--- src/rtl/imem_fetch_sequencer_pkg.sv ---
// Shared constants, FSM state type and opcode helper for the instruction-memory
// fetch sequencer.
package imem_fetch_sequencer_pkg;

  localparam int DATA_W     = 32;
  localparam int IMEM_DEPTH = 32;
  localparam int IMEM_AW    = $clog2(IMEM_DEPTH);

  localparam logic [5:0] OPC_J   = 6'b000010;
  localparam logic [5:0] OPC_BEQ = 6'b000100;

  typedef enum logic [1:0] {
    ST_LOAD = 2'd0,
    ST_RUN  = 2'd1,
    ST_HALT = 2'd2
  } state_e;

  function automatic logic is_jump(input logic [5:0] opc);
    return opc == OPC_J;
  endfunction

endpackage

--- src/rtl/imem_fetch_sequencer_if.sv ---
// Bundle of the loader, instruction-memory and datapath-control signals.
// master = sequencer side, slave = loader/memory/datapath side.
interface imem_fetch_sequencer_if
  import imem_fetch_sequencer_pkg::*;
#(
  parameter int N  = DATA_W,
  parameter int AW = IMEM_AW
);

  logic          load_valid;
  logic [N-1:0]  load_data;
  logic          load_last;
  logic          load_ready;
  logic          imem_we;
  logic [AW-1:0] imem_waddr;
  logic [N-1:0]  imem_wdata;
  logic [N-1:0]  imem_addr;
  logic [N-1:0]  instr_in;
  logic          stall;
  logic          branch_taken;
  logic          reload;
  logic          run;
  logic          halted;
  logic [N-1:0]  pc;
  logic [N-1:0]  instr_count;

  modport master (
    input  load_valid, load_data, load_last, instr_in, stall, branch_taken, reload,
    output load_ready, imem_we, imem_waddr, imem_wdata, imem_addr,
           run, halted, pc, instr_count
  );

  modport slave (
    output load_valid, load_data, load_last, instr_in, stall, branch_taken, reload,
    input  load_ready, imem_we, imem_waddr, imem_wdata, imem_addr,
           run, halted, pc, instr_count
  );

endinterface

--- src/rtl/imem_fetch_sequencer_next_pc.sv ---
// Combinational next-PC selection (J > taken BEQ > sequential) and
// jump-to-self halt detection.
module imem_fetch_sequencer_next_pc
  import imem_fetch_sequencer_pkg::*;
#(
  parameter int N  = DATA_W,
  parameter int AW = IMEM_AW
) (
  input  logic [AW-1:0] pc_i,
  input  logic [N-1:0]  instr_i,
  input  logic          branch_taken_i,
  output logic [AW-1:0] next_pc_o,
  output logic          halt_o
);

  logic          is_j_s;
  logic [AW-1:0] target_s;
  logic [AW-1:0] seq_s;
  logic [AW-1:0] br_s;
  logic          unused_s;

  assign is_j_s   = is_jump(instr_i[N-1:N-6]);
  assign target_s = instr_i[AW-1:0];
  assign seq_s    = pc_i + AW'(1);
  // Offset bits above AW only reach bits that truncation to AW discards,
  // so adding the low AW bits equals pc+1+sext(imm) mod DEPTH.
  assign br_s     = seq_s + instr_i[AW-1:0];
  assign unused_s = ^instr_i[N-7:AW];

  assign halt_o = is_j_s && (target_s == pc_i);

  // Select the successor PC by instruction priority.
  always_comb begin
    next_pc_o = seq_s;
    if (is_j_s) begin
      next_pc_o = target_s;
    end else if (branch_taken_i) begin
      next_pc_o = br_s;
    end else begin
      next_pc_o = seq_s;
    end
  end

endmodule

--- src/rtl/imem_fetch_sequencer.sv ---
// Loads a program into instruction memory over a valid/ready port, then owns
// the PC: sequential fetch, BEQ, J, stall, halt on jump-to-self, reload.
module imem_fetch_sequencer
  import imem_fetch_sequencer_pkg::*;
#(
  parameter int N     = DATA_W,
  parameter int DEPTH = IMEM_DEPTH,
  parameter int AW    = $clog2(DEPTH)
) (
  input  logic                   clk_i,
  input  logic                   rst_i,
  imem_fetch_sequencer_if.master bus
);

  state_e        state_q;
  logic [AW-1:0] pc_q;
  logic [AW-1:0] waddr_q;
  logic [N-1:0]  count_q;
  logic          run_q;
  logic          halted_q;
  logic          load_ready_q;

  logic [AW-1:0] next_pc_d;
  logic          halt_d;
  logic          beat_s;
  logic          load_done_s;

  imem_fetch_sequencer_next_pc #(
    .N  (N),
    .AW (AW)
  ) u_next_pc (
    .pc_i           (pc_q),
    .instr_i        (bus.instr_in),
    .branch_taken_i (bus.branch_taken),
    .next_pc_o      (next_pc_d),
    .halt_o         (halt_d)
  );

  assign beat_s      = bus.load_valid & load_ready_q;
  assign load_done_s = bus.load_last || (waddr_q == AW'(DEPTH - 1));

  assign bus.load_ready  = load_ready_q;
  assign bus.imem_we     = beat_s;
  assign bus.imem_waddr  = waddr_q;
  assign bus.imem_wdata  = bus.load_data;
  assign bus.imem_addr   = {{(N - AW){1'b0}}, pc_q};
  assign bus.pc          = {{(N - AW){1'b0}}, pc_q};
  assign bus.run         = run_q;
  assign bus.halted      = halted_q;
  assign bus.instr_count = count_q;

  // Sequencer FSM with its counters and registered status outputs.
  always_ff @(posedge clk_i or posedge rst_i) begin
    if (rst_i) begin
      state_q      <= ST_LOAD;
      pc_q         <= '0;
      waddr_q      <= '0;
      count_q      <= '0;
      run_q        <= 1'b0;
      halted_q     <= 1'b0;
      load_ready_q <= 1'b1;
    end else begin
      case (state_q)
        ST_LOAD: begin
          if (beat_s) begin
            if (load_done_s) begin
              state_q      <= ST_RUN;
              run_q        <= 1'b1;
              load_ready_q <= 1'b0;
              pc_q         <= '0;
              count_q      <= '0;
              waddr_q      <= '0;
            end else begin
              waddr_q <= waddr_q + AW'(1);
            end
          end
        end
        ST_RUN: begin
          if (bus.reload) begin
            state_q      <= ST_LOAD;
            run_q        <= 1'b0;
            halted_q     <= 1'b0;
            load_ready_q <= 1'b1;
            waddr_q      <= '0;
          end else if (!bus.stall) begin
            count_q <= count_q + N'(1);
            // The jump-to-self retires, then the PC freezes on it.
            if (halt_d) begin
              state_q  <= ST_HALT;
              run_q    <= 1'b0;
              halted_q <= 1'b1;
            end else begin
              pc_q <= next_pc_d;
            end
          end
        end
        ST_HALT: begin
          if (bus.reload) begin
            state_q      <= ST_LOAD;
            run_q        <= 1'b0;
            halted_q     <= 1'b0;
            load_ready_q <= 1'b1;
            waddr_q      <= '0;
          end
        end
        default: begin
          state_q      <= ST_LOAD;
          run_q        <= 1'b0;
          halted_q     <= 1'b0;
          load_ready_q <= 1'b1;
          waddr_q      <= '0;
        end
      endcase
    end
  end

endmodule

--- src/flat_wrapper.sv ---
// flat-port wrapper written by rule: the top's interface ports become plain ports
module imem_fetch_sequencer_flat import imem_fetch_sequencer_pkg::*;
#(
  parameter int N     = DATA_W,
  parameter int DEPTH = IMEM_DEPTH,
  parameter int AW    = $clog2(DEPTH)
)
  (clk_i, rst_i, bus_load_valid, bus_load_data, bus_load_last, bus_instr_in, bus_stall, bus_branch_taken, bus_reload, bus_load_ready, bus_imem_we, bus_imem_waddr, bus_imem_wdata, bus_imem_addr, bus_run, bus_halted, bus_pc, bus_instr_count);
  imem_fetch_sequencer_if #(.N(N), .AW(AW)) bus_i ();
  input  logic clk_i;
  input  logic rst_i;
  input wire logic [$bits(bus_i.load_valid)-1:0] bus_load_valid;
  input wire logic [$bits(bus_i.load_data)-1:0] bus_load_data;
  input wire logic [$bits(bus_i.load_last)-1:0] bus_load_last;
  input wire logic [$bits(bus_i.instr_in)-1:0] bus_instr_in;
  input wire logic [$bits(bus_i.stall)-1:0] bus_stall;
  input wire logic [$bits(bus_i.branch_taken)-1:0] bus_branch_taken;
  input wire logic [$bits(bus_i.reload)-1:0] bus_reload;
  output wire logic [$bits(bus_i.load_ready)-1:0] bus_load_ready;
  output wire logic [$bits(bus_i.imem_we)-1:0] bus_imem_we;
  output wire logic [$bits(bus_i.imem_waddr)-1:0] bus_imem_waddr;
  output wire logic [$bits(bus_i.imem_wdata)-1:0] bus_imem_wdata;
  output wire logic [$bits(bus_i.imem_addr)-1:0] bus_imem_addr;
  output wire logic [$bits(bus_i.run)-1:0] bus_run;
  output wire logic [$bits(bus_i.halted)-1:0] bus_halted;
  output wire logic [$bits(bus_i.pc)-1:0] bus_pc;
  output wire logic [$bits(bus_i.instr_count)-1:0] bus_instr_count;
  assign bus_i.load_valid = bus_load_valid;
  assign bus_i.load_data = bus_load_data;
  assign bus_i.load_last = bus_load_last;
  assign bus_i.instr_in = bus_instr_in;
  assign bus_i.stall = bus_stall;
  assign bus_i.branch_taken = bus_branch_taken;
  assign bus_i.reload = bus_reload;
  assign bus_load_ready = bus_i.load_ready;
  assign bus_imem_we = bus_i.imem_we;
  assign bus_imem_waddr = bus_i.imem_waddr;
  assign bus_imem_wdata = bus_i.imem_wdata;
  assign bus_imem_addr = bus_i.imem_addr;
  assign bus_run = bus_i.run;
  assign bus_halted = bus_i.halted;
  assign bus_pc = bus_i.pc;
  assign bus_instr_count = bus_i.instr_count;
  imem_fetch_sequencer #(.N(N), .DEPTH(DEPTH), .AW(AW)) u_core (.clk_i(clk_i), .rst_i(rst_i), .bus(bus_i));
endmodule
--- config.mk ---
export PLATFORM = sky130hd
export DESIGN_NAME = imem_fetch_sequencer_flat
export DESIGN_NICKNAME = d
export VERILOG_FILES = /design/src/rtl/imem_fetch_sequencer_pkg.sv /design/src/rtl/imem_fetch_sequencer_if.sv /design/src/rtl/imem_fetch_sequencer_next_pc.sv /design/src/rtl/imem_fetch_sequencer.sv /design/src/flat_wrapper.sv
export SDC_FILE = /design/constraint.sdc
export NUM_CORES = 1
export LEC_CHECK = 0
export ABC_CLOCK_PERIOD_IN_PS = 3900
export CORE_ASPECT_RATIO = 1.2
export CORE_MARGIN = 2
export CORE_UTILIZATION = 41
export DETAILED_ROUTE_END_ITERATION = 16
export GPL_ROUTABILITY_DRIVEN = 0
export PLACE_DENSITY = 0.88
export SYNTH_ARGS = -nofsm -noshare
export SYNTH_HDL_FRONTEND = slang
export SYNTH_SLANG_ARGS = --single-unit
--- constraint.sdc ---
create_clock -name clk_i -period 3.9 [get_ports clk_i]
set_input_delay 0.585 -clock clk_i [delete_from_list [all_inputs] [get_ports clk_i]]
set_output_delay 0.585 -clock clk_i [all_outputs]
set_load 0.005 [all_outputs]
==> results_dict.tcl <==
set metrics [dict create \
    post_layout_nonfiller_instances 547 \
    fp-row-count 36 \
    p_clk_share_pct 17.0 \
    dp.cells 540 \
    floorplan.die_area_um2 9290 \
    chipHeight_um 105 \
    core_area_um2 8200 \
    number_of_cells_produced_by_synthesis 402 \
    p_seq_share_pct 37.7 \
    synth_seq_area_share_pct 33.0 \
    floorplan.die.width_um 88.3 \
    critical_path.max_fanout 26 \
    number_of_warnings_issued_by_yosys 0 \
    clock_net_sink_count 46 \
    leakage_power_total_uw 0.00170 \
    worst-setup-path-type "register to register" \
    cp-end-kind "register" \
    dpl.hpwl_mm 5.62 \
    clk_pin_slew_ns 0.09 \
    grt_util_all_layers_pct 16.2 \
    setup-tns-final_ns 0 \
    report.final.slew_viol_count 0 \
    number_of_nets_in_the_final_layout 516 \
    post-route-util_pct 47.4 \
    cp_data_required_time_ns 4.14 \
    cts.root.buffer_cell "clkbuf_8" \
    resize_count_post_cts 0 \
    cp-startpoint "u_core.bus.imem_waddr[0]" \
    first_iter_violations 134 \
    irDropWorstVdd_mv 0.221 \
    grt_antenna_before_repair 0 \
    nFillCells 813 \
    routedWlPerCell_um 13.6 \
    internal_power_uw 1000 \
    cts_inserted_buffers 5 \
    drt.antenna.violating_nets 0 \
    max_freq_mhz 376 \
    number_of_i_o_port_buffers 68 \
    cts_tree "yes" \
    timing_worst_slew_pin_value_ns 0.973 \
    pwr-share-comb_pct 45.3 \
    ys_async_sr_fraction_pct 100 \
    fin_worst_hold_slack_ns 0.526 \
    origin_of_the_worst_min_delay_path "u_core.bus.halted" \
    worst_setup_path_start_kind "register" \
    cts_setup_buffers 0 \
    grt_first_pass_wirelength_mm 12.3 \
    p_sw_share_pct 38.4 \
    drive_gt1_share_pct 5.54 \
    drc_viols 0 \
    mostFrequentLayoutCells "clkdlybuf4s50_1, conb_1, dfrtp_1" \
    drt-pass1-iter-count 4 \
    synth_edf_count 0 \
    setup_viol_count_final 0 \
    fin_crit_ns 2.66 \
    drt_wl_total_mm 7.42 \
    worst_slack_ns 1.24 \
    final-hold-violation-count 0 \
    grt_start_max_net_pins 47 \
    avgSynthCellArea_um2 8.70 \
    flow.area_growth_from_synthesis_pct 11.1 \
    final_common_cell "clkdlybuf4s50_1" \
    pre_cts_slack_ns 1.10 \
    grt_pass1_vias 2637 \
    r2r_setup_slack_ns 1.24 \
    gr_overflow_total 0 \
    n_antenna_cell 0 \
    ys_ff_latch 46 \
    worstHoldPathType "register to register" \
    powerDensity_nw_per_um2 419 \
    cp_data_arrival_time_ns 2.90 \
    io-pin-count 208 \
    clk-insertion-delay-late_ns 0.29 \
    hold_buffers 0 \
    outcome "complete, no violations" \
    synth-main-ff-cell "dfrtp_1" \
    initial_core_util_pct 42.7 \
    drt-vias-per-instance 4.99 \
    headroom_to_the_max_slew_limit_pct 35.1 \
    post_synth_num_cell_types 51 \
    drv.max_cap_violation_count 0 \
    finalClockSkew_ns 0.0127 \
    post_synth_instance_area_um2 3500 \
    worstReg2RegStart "u_core.bus.imem_waddr[0]" \
    switching_power_uw 626 \
    grt_setup_unrepaired "false" \
    clock_path_buffers 2 \
    cts_htree_levels 2 \
    final_min_period_over_clock_period_pct 68.2 \
    via_count 2727 \
]
==> synth_stat cells (all sizes together), types with 2 or more instances <==
master	instances	area [µm²]
nand2b	5	31.3
nor2b	2	12.5
nand4	19	138
mux2	2	22.5
nor2	32	123
inv	17	63.8
buf	93	702
dfrtp	45	1130
o21ai	24	120
mux2i	2	20.0
a21o	2	15.0
and3	6	38.8
nand2	34	128
nand3	15	75.1
or3	9	56.3
xor2	17	149
o211ai	4	43.8
a21oi	16	80.1
and2	2	12.5
clkbuf	5	18.8
xnor2	10	87.6
o31ai	7	52.6
or2	2	12.5
ha	11	138
o41ai	2	25.0
==> power groups by stage <==
stage | sequential [µW] | combinational (µW) | clock [µW]
global placement | 618 | 711 | 0
detailed placement | 622 | 742 | 0
floorplan | 607 | 556 | 0
global route | 625 | 832 | 306
finish | 613 | 738 | 277
CTS | 613 | 746 | 288
==> sequential cells by signal (all words and copies together) (netlist names) <==
signal	count
u_core.pc_q	5
u_core.bus.instr_count	32
u_core.bus.halted	1
u_core.bus.load_ready	1
u_core.bus.imem_waddr	5
u_core.state_q	2
==> kinds of logic (layout without fill, tap and decap cells) <==
group / Yosys count / count (layout) / share of synthesized area (%)
and+or+nand+nor: 135 / 135 / 20.0
buffers and inverters: 115 / 93 / 22.4
AOI/OAI and AO/OA: 62 / 62 / 12.0
DFF: 46 / 46 / 33.0
xor gates and xnor gates: 27 / 27 / 6.76
adders and majority gates: 12 / 12 / 4.51
muxes: 4 / 4 / 1.22
other: 1 / 54 / 0.107
==> per-stage QoR <==
step / total power [µW] / instance area [µm²]
final: 1630 / 3890
after global routing: 1760 / 3890
after CTS: 1650 / 3890
after detailed placement: 1360 / 3810
after global placement: 1330 / 3810
after floorplan: 1160 / 3700
==> path summary, 6_finish.rpt <==
path	to	cells after the start
max	u_core.bus.instr_count[31]	9
min	u_core.bus.halted	2
max reg2reg	u_core.bus.instr_count[31]	9
min reg2reg	u_core.bus.halted	2
max in group asynchronous	u_core.bus.imem_waddr[3]	2
min in group asynchronous	u_core.bus.instr_count[31]	2
==> routing by layer <==
metal  wire length [µm]  global-route usage, %  vias up
met3                499                   3.48       23
met2               3810                   27.7      114
li1                   -                      -     1292
met1               2960                   19.7     1298
met5                  0                      0        -
met4                157                   5.74        0
==> layout make-up <==
type                       instances  area (µm²)  area share [%]
multi-input combinational        294        1760            45.3
sequential                        46        1150            29.7
timing repair buffer              69         688            17.7
tap                              114         143            3.67
clock buffer                       6        72.6            1.87
inverter                          17        63.8            1.64
clock inverter                     1        7.51           0.193
==> worst max-delay path: stages (launching register included) <==
cell	delay, ns
dfrtp_1	0.42
ha_1	0.22
and3_1	0.18
ha_1	0.22
o211ai_4	0.33
and2_1	0.33
nor2b_1	0.08
buf_4	0.23
or4_1	0.52
nand2_1	0.08
No activity file was read; power rests on OpenSTA's default activity.
